--- config.mk ---
export PLATFORM = sky130hd
export DESIGN_NAME = pwm_ccr_out
export DESIGN_NICKNAME = d
export VERILOG_FILES = /design/src/rtl/pwm_ccr_out.sv
export SDC_FILE = /design/constraint.sdc
export NUM_CORES = 1
export LEC_CHECK = 0
export CORE_MARGIN = 2
export CORE_UTILIZATION = 55
export CTS_BUF_LIST = sky130_fd_sc_hd__clkbuf_4 sky130_fd_sc_hd__clkbuf_8
export DETAILED_ROUTE_END_ITERATION = 12
export PLACE_DENSITY_LB_ADDON = 0.12
export SYNTH_ARGS = -nofsm -noshare
export SYNTH_HDL_FRONTEND = slang
export SYNTH_SLANG_ARGS = --single-unit
--- constraint.sdc ---
create_clock -name CLK -period 6.3 [get_ports CLK]
set_input_delay 0.63 -clock CLK [delete_from_list [all_inputs] [get_ports CLK]]
set_output_delay 0.63 -clock CLK [all_outputs]
set_load 0.01 [all_outputs]
--- src/rtl/pwm_ccr_out.sv ---
`default_nettype none
// ============================================================================
// Module      : pwm_ccr_out
// Description : Shadowed compare register and H-bridge PWM leg driver.
//               Requested duty/direction are captured in a shadow register
//               and applied at period boundaries (E). A direction reversal
//               inserts DEAD_PERIODS full periods with both legs low.
//               Optional macro RAMP_EN: limits the change of CCR to
//               RAMP_STEP per boundary.
// Revision    : 1.0 - initial release
// ============================================================================
module pwm_ccr_out #(
  parameter int DEAD_PERIODS = 2,
  parameter int RAMP_STEP    = 8
) (
  input  logic       CLK,
  input  logic       RST,
  input  logic [6:0] TCR,
  input  logic       E,
  input  logic [6:0] DUTY,
  input  logic       DIR,
  input  logic       LOAD,
  output logic       PWM_A,
  output logic       PWM_B,
  output logic [6:0] CCR,
  output logic [1:0] STATE,
  output logic       BUSY
);

  typedef enum logic [1:0] {
    S_IDLE  = 2'b00,
    S_RUN   = 2'b01,
    S_BRAKE = 2'b10
  } state_t;

  // Counter preload: brake entered at boundary k exits at k+DEAD_PERIODS.
  localparam logic [3:0] c_dead_init = 4'(DEAD_PERIODS - 1);

  // Reject out-of-range parameters at elaboration.
  if (DEAD_PERIODS < 1 || DEAD_PERIODS > 15) begin : g_bad_dead_periods
    $error("pwm_ccr_out: DEAD_PERIODS must be 1..15");
  end
  if (RAMP_STEP < 1 || RAMP_STEP > 127) begin : g_bad_ramp_step
    $error("pwm_ccr_out: RAMP_STEP must be 1..127");
  end

  state_t     r_state;
  logic [6:0] r_ccr;
  logic       r_dir_act;
  logic [6:0] r_duty_sh;
  logic       r_dir_sh;
  logic       r_pend;
  logic [3:0] r_dead;
  logic       r_pwm_a;
  logic       r_pwm_b;

  state_t     w_state_nxt;
  logic [6:0] w_ccr_nxt;
  logic       w_dir_nxt;
  logic       w_pend_nxt;
  logic [3:0] w_dead_nxt;
  logic       w_apply;
  logic [6:0] w_step_ccr;
  logic       w_on;

`ifdef RAMP_EN
  localparam logic [6:0] c_ramp_step = 7'(RAMP_STEP);

  // Move the current value toward the target by at most c_ramp_step.
  function automatic logic [6:0] approach(input logic [6:0] cur, input logic [6:0] tgt);
    if (tgt > cur) begin
      return ((tgt - cur) > c_ramp_step) ? (cur + c_ramp_step) : tgt;
    end else begin
      return ((cur - tgt) > c_ramp_step) ? (cur - c_ramp_step) : tgt;
    end
  endfunction
`endif

  // Boundary decisions: apply shadow, enter brake, or count down the brake.
  always_comb begin
    w_state_nxt = r_state;
    w_ccr_nxt   = r_ccr;
    w_dir_nxt   = r_dir_act;
    w_pend_nxt  = r_pend;
    w_dead_nxt  = r_dead;
    w_apply     = 1'b0;
`ifdef RAMP_EN
    w_step_ccr  = approach(r_ccr, r_duty_sh);
`else
    w_step_ccr  = r_duty_sh;
`endif

    if (E && r_pend) begin
      case (r_state)
        S_IDLE: w_apply = 1'b1;
        S_RUN: begin
          if (r_dir_sh == r_dir_act) begin
            w_apply = 1'b1;
          end else begin
            // Reversal: drop both legs and hold for the dead interval.
            w_ccr_nxt   = 7'd0;
            w_state_nxt = S_BRAKE;
            w_dead_nxt  = c_dead_init;
          end
        end
        S_BRAKE: begin
          if (r_dead != 4'd0) begin
            w_dead_nxt = r_dead - 4'd1;
          end else begin
            w_apply = 1'b1;
          end
        end
        default: w_state_nxt = S_IDLE;
      endcase
    end

    // CCR is 0 throughout BRAKE, so a ramp after brake starts from 0.
    if (w_apply) begin
      w_ccr_nxt   = w_step_ccr;
      w_dir_nxt   = r_dir_sh;
      w_state_nxt = (w_step_ccr != 7'd0) ? S_RUN : S_IDLE;
      w_pend_nxt  = (w_step_ccr != r_duty_sh);
    end
  end

  // Compare uses the post-update CCR so the new duty covers TCR==0.
  always_comb begin
    w_on = (TCR < w_ccr_nxt) && (w_state_nxt == S_RUN);
  end

  // State, compare register, shadow capture and registered leg outputs.
  always_ff @(posedge CLK) begin
    if (RST) begin
      r_state   <= S_IDLE;
      r_ccr     <= 7'd0;
      r_dir_act <= 1'b0;
      r_duty_sh <= 7'd0;
      r_dir_sh  <= 1'b0;
      r_pend    <= 1'b0;
      r_dead    <= 4'd0;
      r_pwm_a   <= 1'b0;
      r_pwm_b   <= 1'b0;
    end else begin
      r_state   <= w_state_nxt;
      r_ccr     <= w_ccr_nxt;
      r_dir_act <= w_dir_nxt;
      r_dead    <= w_dead_nxt;
      r_pwm_a   <= w_on & ~w_dir_nxt;
      r_pwm_b   <= w_on & w_dir_nxt;
      // A LOAD coincident with a boundary is captured after the boundary
      // has consumed the previous shadow, and leaves a new request pending.
      if (LOAD) begin
        r_duty_sh <= DUTY;
        r_dir_sh  <= DIR;
        r_pend    <= 1'b1;
      end else begin
        r_pend    <= w_pend_nxt;
      end
    end
  end

  assign PWM_A = r_pwm_a;
  assign PWM_B = r_pwm_b;
  assign CCR   = r_ccr;
  assign STATE = r_state;
  assign BUSY  = r_pend || (r_state == S_BRAKE);

endmodule
`default_nettype wire

==> summary.txt <==
WORST SETUP PATH
--------------------------------------------------------------------------------------
CP max stage cell ....................................................... sky130_fd_sc_hd__or3b_1
Maximum cell stage delay along the critical path ........................      0.50 ns
Type of element launching the critical path .............................    flip-flop
Maximum fanout along the worst path .....................................            8
Crit path arrival time ..................................................      3.46 ns
Critical Path, Cell by Cell ............................................. inv_1 > ha_1 > or3b_1 > a21oi_1 > nand3_1 > and2_1 > ha_1 > nand3_1 > or3_1 > a211oi_1 > nor4b_2
End of the worst register-to-register path ..............................        PWM_B
Beginning of the worst register-to-register path ........................    r_dead[0]
Setup slack of the worst register-to-register path ......................      3.05 ns
Kind of end point of the critical path ..................................    flip-flop
R2r worst-path depth ....................................................           11
Req. time, crit path ....................................................      6.51 ns
Setup CP Type ........................................................... flip-flop to flip-flop

CTS
--------------------------------------------------------------------------------------
Clock sink total ........................................................           25
TritonCTS clock tree ....................................................         done
Number of CTS-inserted buffers ..........................................            3
Maximum buffer depth of the clock tree ..................................            2
Root Buffer ............................................................. sky130_fd_sc_hd__clkbuf_4
Number of setup buffers added after CTS .................................            0
CTS clk-pin slew, worst paths ...........................................      0.14 ns
Clock H-tree levels .....................................................            1
Hold-fix buffers at CTS .................................................            0
Clock network latency to the later pin of the worst-skew pair ...........      0.32 ns
Count of cells resized by post-cts repair ...............................            0

SYNTH
--------------------------------------------------------------------------------------
Syn_nets ................................................................          175
Synth Flop Type ......................................................... sky130_fd_sc_hd__dfxtp_1
Total of flip-flops plus latches after synthesis ........................           25
Post-synthesis instance total ...........................................          149
Cell area after synthesis ...............................................     1320 um2
Asr flop ratio synth ....................................................            0
Per-instance average area after synthesis ...............................     8.88 um2
Count of synthesis-stage warnings from yosys ............................            0
Count of flip-flops with a built-in enable after synthesis ..............            0
Post-synthesis cell type count ..........................................           37
Portion of the post-synthesis area used by sequential elements ..........        0.378

POWER
--------------------------------------------------------------------------------------
Total power consumption of the routed design ............................       293 uW
Switching share of power ................................................        0.267
Proportion of power drawn by flip-flops and latches .....................        0.577
Switching power .........................................................      78.4 uW
Max IR drop VDD .........................................................   0.000161 V
Fraction of power consumed by the clock network .........................        0.252
Areal power density over the cells ......................................   177 nW/um2
Combinational cell fraction of total power ..............................        0.170
Internal power component ................................................       215 uW
Leakage power ...........................................................     0.623 nW

LAYOUT
--------------------------------------------------------------------------------------
Antenna fix cells .......................................................            0
Final non-filler cell total .............................................          206
Count of filler cells inserted in the layout ............................          183
Fraction of layout instances using a drive strength above 1 .............       0.0449
Nets ....................................................................          205
Area growth syn-to-layout ...............................................        25.5%

GLOBAL ROUTING
--------------------------------------------------------------------------------------
Vias in the first global route ..........................................         1237
Total grt overflow ......................................................            0
Initial antenna violation count .........................................            0
Total global routing track utilization ..................................        0.254
Maximum number of pins on one net before global-route repair ............           22
Wire length of the first global-routing pass ............................      5.19 mm

DETAILED ROUTING
--------------------------------------------------------------------------------------
Average detailed-routed wire length per instance ........................      15.4 um
DRC violations left .....................................................            0
Number of vias after detailed routing ...................................         1257
Wire length after detailed routing ......................................      3.18 mm
Vias per inst ...........................................................         6.10
Pre-antenna DRT Iters ...................................................            4
1st-iter DRT viols ......................................................           40
Antenna viol nets, final ................................................            0

PLACED DESIGN
--------------------------------------------------------------------------------------
Placed Cells ............................................................          202
Count of buffers from port buffering ....................................           30
Weighted congestion reported at the end of routability-driven placement .        0.925
Detailed-placement wirelength estimate ..................................      2.45 mm

STA
--------------------------------------------------------------------------------------
Upper clock frequency limit .............................................      308 MHz
Final-layout setup total negative slack .................................         0 ns
Slew headroom ...........................................................        0.495
Final count of pins violating max slew ..................................            0
Tightest Pin Transition .................................................     0.755 ns
Final worst path period need ............................................      3.25 ns
Setup repair after global routing missed its margin .....................        false
Part of the cycle the worst path needs ..................................        0.516
Finish-stage setup viols ................................................            0
Clock Skew ..............................................................   0.00729 ns
Final hold violation count ..............................................            0

HOLD PATH
--------------------------------------------------------------------------------------
Worst Hold Class ........................................................ flip-flop to flip-flop
Endpoint of the worst hold-timing path ..................................       CCR[1]
Hold Crit Start .........................................................       CCR[1]
Worst hold path depth ...................................................            2

FLOORPLANNING
--------------------------------------------------------------------------------------
Number of primary I/O pins ..............................................           31
Initial core utilization ................................................        0.592
Chip Height .............................................................      53.0 um
Die boundary width ......................................................      53.0 um
Total number of placement rows ..........................................           17
Std-Cell Core Area ......................................................     2230 um2
Die area ................................................................     2810 um2

JOB
--------------------------------------------------------------------------------------
Number of maximum-capacitance violations ................................            0

RUN STATUS
--------------------------------------------------------------------------------------
Outcome ................................................................. complete, no violations

stage by stage:
stage               setup slack, ns   util  hold WS (ns)  instance area [um2]
floorplan                      3.46      -         0.467                 1320
global placement               2.99  0.730         0.485                 1630
detailed placement             2.84  0.730         0.509                 1630
CTS                            3.07  0.743         0.527                 1660
global route                   2.78  0.743         0.550                 1660
finish                         3.05  0.743         0.527                 1660
cell type report:
cell class | count | area, um2 | share of cell area
Tap cell | 28 | 35.0 | 0.0211
Timing Repair Buffer | 30 | 300 | 0.181
Clock inverter | 1 | 7.51 | 0.00452
Multi-Input combinational cell | 110 | 761 | 0.458
Inverter | 9 | 33.8 | 0.0203
Sequential cell | 25 | 500 | 0.301
Clock buffer | 3 | 22.5 | 0.0136
cell families (layout without fill, tap and decap cells):
group | Yosys count | in the layout | synth area share
AOI/OAI and AO/OA | 48 | 48 | 0.241
and+or+nand+nor | 45 | 45 | 0.194
adders and majority gates | 7 | 7 | 0.0662
muxes | 8 | 8 | 0.0606
xor gates and xnor gates | 2 | 2 | 0.0132
DFF | 25 | 25 | 0.378
buffers and inverters | 14 | 43 | 0.0464
worst max path at each step:
stage	from	slack [ns]	to
finish	r_dead[0]	3.05	PWM_B
global route	r_dead[0]	2.78	PWM_A
CTS	r_dead[0]	3.07	PWM_A
detailed placement	E	2.84	PWM_A
global placement	E	2.99	PWM_A
floorplan	r_dead[0]	3.46	PWM_A
critical path: cells and delay by family (launching register included):
kind / cells / cell delay (ns)
DFF: 1 / 0.34
AOI/OAI and AO/OA: 2 / 0.79
adders and majority gates: 2 / 0.48
buffers and inverters: 1 / 0.09
and+or+nand+nor: 6 / 1.44
Yosys cell counts (all sizes together) (3+ instances only):
cell | n | area [um2]
a21oi | 20 | 100
mux2i | 8 | 80.1
o21ai | 4 | 20.0
o211ai | 9 | 67.6
a211oi | 3 | 22.5
clkbuf | 3 | 11.3
ha | 7 | 87.6
or3 | 4 | 25.0
and2 | 8 | 50.1
nor2 | 10 | 37.5
nand3 | 8 | 40.0
inv | 9 | 33.8
a21o | 3 | 23.8
nand2 | 3 | 11.3
dfxtp | 25 | 500
sequential cells by signal, indices dropped and copies added (netlist names):
| name | cells |
|---|---|
| PWM_B | 1 |
| CCR | 7 |
| r_dead | 4 |
| r_pend | 1 |
| r_dir_act | 1 |
| PWM_A | 1 |
| r_duty_sh | 7 |
| r_dir_sh | 1 |
| STATE | 2 |
placed cells by master, fill, tap and decap left out, drive strengths merged, types with 2 or more instances in the layout:
cell type,count
a21oi,20
a2bb2oi,2
a211oi,3
nor4,2
ha,7
inv,9
nor2,10
nand2,3
o21ai,4
nand2b,2
and2,8
nand3,8
a21o,3
or3,4
clkbuf,3
nor3,2
a211o,2
o211ai,9
mux2i,8
clkdlybuf4s50,30
dfxtp,25
per-layer routing:
metal | share of wire | global-route usage | vias to the layer above
met2 | 0.52 | 0.460 | 44
met3 | 0.050 | 0.0339 | 9
met1 | 0.41 | 0.300 | 596
li1 | - | - | 608
met4 | 0.015 | 0.0940 | 0
met5 | 0 | 0 | -
power by group through the flow:
stage / clock network (mW) / logic [mW] / registers, mW
5_1_grt: 0.0803 / 0.0554 / 0.170
2_1_floorplan: 0 / 0.0278 / 0.171
4_1_cts: 0.0754 / 0.0500 / 0.169
6_report: 0.0740 / 0.0500 / 0.169
3_3_place_gp: 0 / 0.0476 / 0.172
3_5_place_dp: 0 / 0.0494 / 0.172
Note: power is estimated with default switching activity, not from simulation.
